--- config.mk ---
export PLATFORM = sky130hd
export DESIGN_NAME = rca_multicycle_addsub
export DESIGN_NICKNAME = d
export VERILOG_FILES = /design/src/rtl/rca_multicycle_addsub.sv
export SDC_FILE = /design/constraint.sdc
export NUM_CORES = 1
export LEC_CHECK = 0
export ABC_AREA = 1
export CAP_MARGIN = 10
export CORE_MARGIN = 2
export CORE_UTILIZATION = 30
export CTS_CLUSTER_DIAMETER = 150
export DETAILED_ROUTE_END_ITERATION = 12
export SYNTH_ARGS = -nofsm -noshare
export SYNTH_HDL_FRONTEND = slang
export SYNTH_SLANG_ARGS = --single-unit
--- constraint.sdc ---
create_clock -name clk -period 2.8 [get_ports clk]
set_input_delay 0.56 -clock clk [delete_from_list [all_inputs] [get_ports clk]]
set_output_delay 0.56 -clock clk [all_outputs]
set_load 0.05 [all_outputs]
--- src/rtl/rca_multicycle_addsub.sv ---
// rca_multicycle_addsub: multi-cycle ripple-carry adder/subtractor.
// Adds one CHUNK-bit slice per clock and keeps the inter-slice carry in a
// register, so a wide add never needs a full-width carry chain in one cycle.
// Valid/ready handshakes are used on both the operand and result sides.
module rca_multicycle_addsub #(
    parameter int WIDTH = 16,
    parameter int CHUNK = 4
) (
    input  logic             clk,
    input  logic             rst_n,
    input  logic             in_valid,
    output logic             in_ready,
    input  logic [WIDTH-1:0] a,
    input  logic [WIDTH-1:0] b,
    input  logic             cin,
    input  logic             sub,
    output logic             out_valid,
    input  logic             out_ready,
    output logic [WIDTH-1:0] sum,
    output logic             cout,
    output logic             ovf
);

    // Number of slices; guarded so a bad CHUNK cannot divide by zero before
    // the parameter check below reports it.
    localparam int NCHUNK = (CHUNK >= 1) ? (WIDTH / CHUNK) : 1;
    localparam int CNT_W  = (NCHUNK > 1) ? $clog2(NCHUNK) : 1;
    localparam logic [CNT_W-1:0] LAST_CNT = CNT_W'(NCHUNK - 1);
    localparam bit PARAMS_OK = (CHUNK >= 1) && (WIDTH >= 2) &&
                               ((WIDTH % ((CHUNK >= 1) ? CHUNK : 1)) == 0);

    // Refuse to elaborate with a slice width that does not tile the operand.
    generate
        if (!PARAMS_OK) begin : g_bad_params
            $error("rca_multicycle_addsub: WIDTH must be >= 2 and a multiple of CHUNK >= 1");
        end
    endgenerate

    typedef enum logic [1:0] {
        IDLE = 2'd0,
        RUN  = 2'd1,
        DONE = 2'd2
    } state_t;

    state_t           state_reg;
    logic [WIDTH-1:0] a_reg;        // operand A
    logic [WIDTH-1:0] b_reg;        // effective operand B (inverted for subtract)
    logic             carry_reg;    // carry into the slice being processed
    logic [CNT_W-1:0] cnt_reg;      // index of the slice being processed
    logic [WIDTH-1:0] res_reg;      // partial result, built one slice at a time
    logic [WIDTH-1:0] sum_reg;
    logic             cout_reg;
    logic             ovf_reg;
    logic             out_valid_reg;

    // Slice datapath
    int               chunk_base;
    logic [CHUNK-1:0] a_chunk;
    logic [CHUNK-1:0] b_chunk;
    logic [CHUNK-1:0] s_chunk;
    logic [CHUNK:0]   c_chain;
    logic             chunk_cout;
    logic             carry_msb_in;
    logic [WIDTH-1:0] res_next;

    // Select the operand slice addressed by the chunk counter.
    always_comb begin
        chunk_base = int'(cnt_reg) * CHUNK;
        a_chunk    = a_reg[chunk_base +: CHUNK];
        b_chunk    = b_reg[chunk_base +: CHUNK];
    end

    // Bit-level ripple across one slice; exposing every internal carry gives
    // the carry into the MSB for free on the last slice.
    assign c_chain[0] = carry_reg;
    generate
        for (genvar gi = 0; gi < CHUNK; gi++) begin : g_bit
            assign s_chunk[gi]   = a_chunk[gi] ^ b_chunk[gi] ^ c_chain[gi];
            assign c_chain[gi+1] = (a_chunk[gi] & b_chunk[gi]) |
                                   (c_chain[gi] & (a_chunk[gi] ^ b_chunk[gi]));
        end
    endgenerate

    assign chunk_cout   = c_chain[CHUNK];
    assign carry_msb_in = c_chain[CHUNK-1];

    // Merge the freshly computed slice into the partial result.
    always_comb begin
        res_next                        = res_reg;
        res_next[chunk_base +: CHUNK]   = s_chunk;
    end

    // Control FSM with registered result outputs; reset discards any
    // operation in flight.
    always_ff @(posedge clk or negedge rst_n) begin
        if (!rst_n) begin
            state_reg     <= IDLE;
            a_reg         <= '0;
            b_reg         <= '0;
            carry_reg     <= 1'b0;
            cnt_reg       <= '0;
            res_reg       <= '0;
            sum_reg       <= '0;
            cout_reg      <= 1'b0;
            ovf_reg       <= 1'b0;
            out_valid_reg <= 1'b0;
        end else begin
            case (state_reg)
                IDLE: begin
                    if (in_valid) begin
                        // Subtract as a + ~b + ~cin so one adder serves both.
                        a_reg     <= a;
                        b_reg     <= sub ? ~b : b;
                        carry_reg <= sub ? ~cin : cin;
                        cnt_reg   <= '0;
                        state_reg <= RUN;
                    end
                end
                RUN: begin
                    res_reg   <= res_next;
                    carry_reg <= chunk_cout;
                    if (cnt_reg == LAST_CNT) begin
                        sum_reg       <= res_next;
                        cout_reg      <= chunk_cout;
                        ovf_reg       <= carry_msb_in ^ chunk_cout;
                        out_valid_reg <= 1'b1;
                        state_reg     <= DONE;
                    end else begin
                        cnt_reg <= cnt_reg + 1'b1;
                    end
                end
                DONE: begin
                    // Result holds until the consumer takes it.
                    if (out_ready) begin
                        out_valid_reg <= 1'b0;
                        state_reg     <= IDLE;
                    end
                end
                default: begin
                    state_reg <= IDLE;
                end
            endcase
        end
    end

    assign in_ready  = (state_reg == IDLE);
    assign out_valid = out_valid_reg;
    assign sum       = sum_reg;
    assign cout      = cout_reg;
    assign ovf       = ovf_reg;

endmodule

==> reports/results.txt <==
P_leak: 2.373 nW
Max H-tree Level: 3
Synth top area share: 49.78%
Worst-margin pin slew: 0.5345 ns
Via Count: 3035
Outcome: finished with violations
Fin crit share: 100.9%
Core area: 11910 µm²
Area contributors post-synth: dfrtp_1 50%, nand2_1 23%, xnor2_1 3.9%, nand3_1 3.3%, o21ai_0 3.3%
Share of layout cells above drive strength 1: 11.64%
Number of max-cap violations: 0
Post-Route Skew: 0.004789 ns
Final core utilization: 39.94%
Setup TNS: -0.02506 ns
Clk slew on worst S/H paths: 0.06 ns
Avg Cell Area, Syn: 7.955 µm²
Routed WL: 8427 µm
Period minus WS final: 2.825 ns
Fin. Hold Viols: 0
Mapped Nets: 503
Family with the most delay on the worst path: adder cells
Synth area leader: dfrtp_1
# clock sinks: 72
Antenna cells: 0
Post-synthesis cell count: 455
Site Rows: 40
Placed cell count: 651
Max IR drop VDD: 0.4573 mV
Total GRT Usage: 13.63%
CTS tree: yes
Initial cell density of the core: 30.39%
Die Span Y: 113.8 µm
RSZ-0062 raised after global routing: yes
Critical path peak fanout: 7
Antenna-violating nets left: 0
Hold/Removal Path Class: in2async
Worst path most repeated cell: fa_2
I/O Pins: 58
Max-slew violation count: 0
Slowest CP cell: fa_2
Clk_lat worst skew: 0.33 ns
Fin cells: 671
Mapped Area: 3620 µm²
Max-slew headroom: 64.24%
Initial DRC count: 199
Vias in the first global route: 2910
Bufs and invs on worst path: 4
DR WL/cell: 12.56 µm
Critical path class: reg2reg
Remaining global-route overflow: 0
Most frequent cells in the layout: 213 x nand2_1, 72 x dfrtp_1, 56 x clkdlybuf4s50_1
Final HPWL DP: 6044 µm
Most common cell after layout, fill and taps aside: nand2_1
Vias per cell: 4.523
CP max stage delay: 0.59 ns
Nets@finish: 567
Root Driver: clkbuf_16
Die area: 12960 µm²
Drt first pass iters: 4
Max Root-Sink Buffers: 2
IO Port Bufs: 57
Register bit total from synthesis: 72
Sequential area share after synthesis: 49.78%
Synth unique cells: 24
Setup Viol. Count Final: 1
Die W: 113.8 µm
Peak Freq: 0.3540 GHz
Num CTS Buffers: 9
Drc violations: 0
Crit. End Element: register
CP arrival: 3.09 ns
First-pass GRT wire length: 13850 µm
Setup ws final: -0.02506 ns
Failing checks: setup timing
Antenna violations before repair: 0
Worst path cell trace: buf_6, buf_4, o21ai_0, o22ai_1, fa_2, inv_2, fa_2, inv_2, fa_2, nand3_2, o21bai_1, nand2_1, nand2_1
Filler cells: 1240
Largest net degree at the start of global routing: 37
GPL Wtd Cong: 0.7833
CP Launch Type: register
Power Density: 1276 nW/µm²
Synthesis-to-finish area growth: 31.42%
Critical Path RT: 3.07 ns
Yosys warnings: 0
[path summary, 6_finish.rpt]
check / startpoint / to / slack [ns] / cells past startpoint
max in group asynchronous: rst_n / sum[14]$_DFFE_PN0P_ / 2.03 / 2
min reg2reg: cout$_DFFE_PN0P_ / cout$_DFFE_PN0P_ / 0.47 / 2
max: cnt_reg[0]$_DFFE_PN0P_ / res_reg[7]$_DFFE_PN0P_ / -0.03 / 13
min: rst_n / b_reg[2]$_DFFE_PN0P_ / 0.13 / 1
max reg2reg: cnt_reg[0]$_DFFE_PN0P_ / res_reg[7]$_DFFE_PN0P_ / -0.03 / 13
min in group clk: cout$_DFFE_PN0P_ / cout$_DFFE_PN0P_ / 0.47 / 2
[synthesized netlist by cell type]
cell / number
xor2_1: 1
o21ai_1: 4
o22ai_1: 4
nand4_1: 1
o21ai_0: 24
inv_1: 24
clkbuf_1: 1
buf_4: 8
nand2_1: 219
o21bai_1: 6
nor2_8: 1
clkinv_1: 1
ha_1: 6
nand3_1: 24
xnor2_1: 16
o31ai_1: 1
inv_2: 4
dfrtp_1: 72
nor2_2: 1
nor2_1: 20
nand2_2: 2
buf_2: 10
fa_1: 4
buf_6: 1
[kinds of logic (layout without fill, tap and decap cells)]
| logic type | count (synthesis) | in the layout | synth area share, % |
|---|---|---|---|
| xor+xnor | 17 | 17 | 4.113 |
| simple gates | 268 | 268 | 29.35 |
| flops | 72 | 72 | 49.78 |
| compound gates | 39 | 39 | 6.015 |
| fa+ha+maj | 10 | 10 | 4.286 |
| buf+inv | 49 | 118 | 6.464 |
[stage by stage]
step           total power (W)  hold WS (ns)  setup WS, ns  area [µm²]
4_1_cts               0.005912        0.1399      0.002770        4676
2_1_floorplan         0.003801        0.2644       0.03062        3637
3_5_place_dp          0.004662        0.4589      -0.04869        4350
6_report              0.006069        0.1337      -0.02506        4757
5_1_grt               0.006543        0.1507       -0.1792        4757
3_3_place_gp          0.004611        0.4575       0.07261        4350
[routing by layer]
metal  part of all wire [%]  global-route usage (%)  up-vias
met5                      0                       0        -
met4                   0.82                   4.715        0
met3                    4.5                   3.932        6
met2                     47                   21.76       69
met1                     47                   17.80     1424
li1                       -                       -     1536
[final cells by class]
type / count / area [µm²] / share of cell area (%)
Sequential cell: 72 / 1802 / 37.87
Clock inverter: 7 / 96.34 / 2.025
Timing Repair Buffer: 73 / 705.7 / 14.83
Clock buffer: 9 / 225.2 / 4.734
Multi-Input combinational cell: 334 / 1634 / 34.35
Inverter: 29 / 110.1 / 2.315
Tap cell: 147 / 183.9 / 3.866
[power breakdown]
part	switching, W	internal (W)
Combinational	0.00197	0.00113
Clock	0.000447	0.000779
Sequential	0.000271	0.00147
[repair_timing]
item | 4_1_cts | 5_1_grt
buffers inserted | 0 | 4
endpoints found under the setup margin | 4 | 9
cloned | 0 | 0
resized for setup | 2 | 19
hold buffers | 0 | 0
pin swaps | 0 | 12
Note: power is estimated with default switching activity, not from simulation.
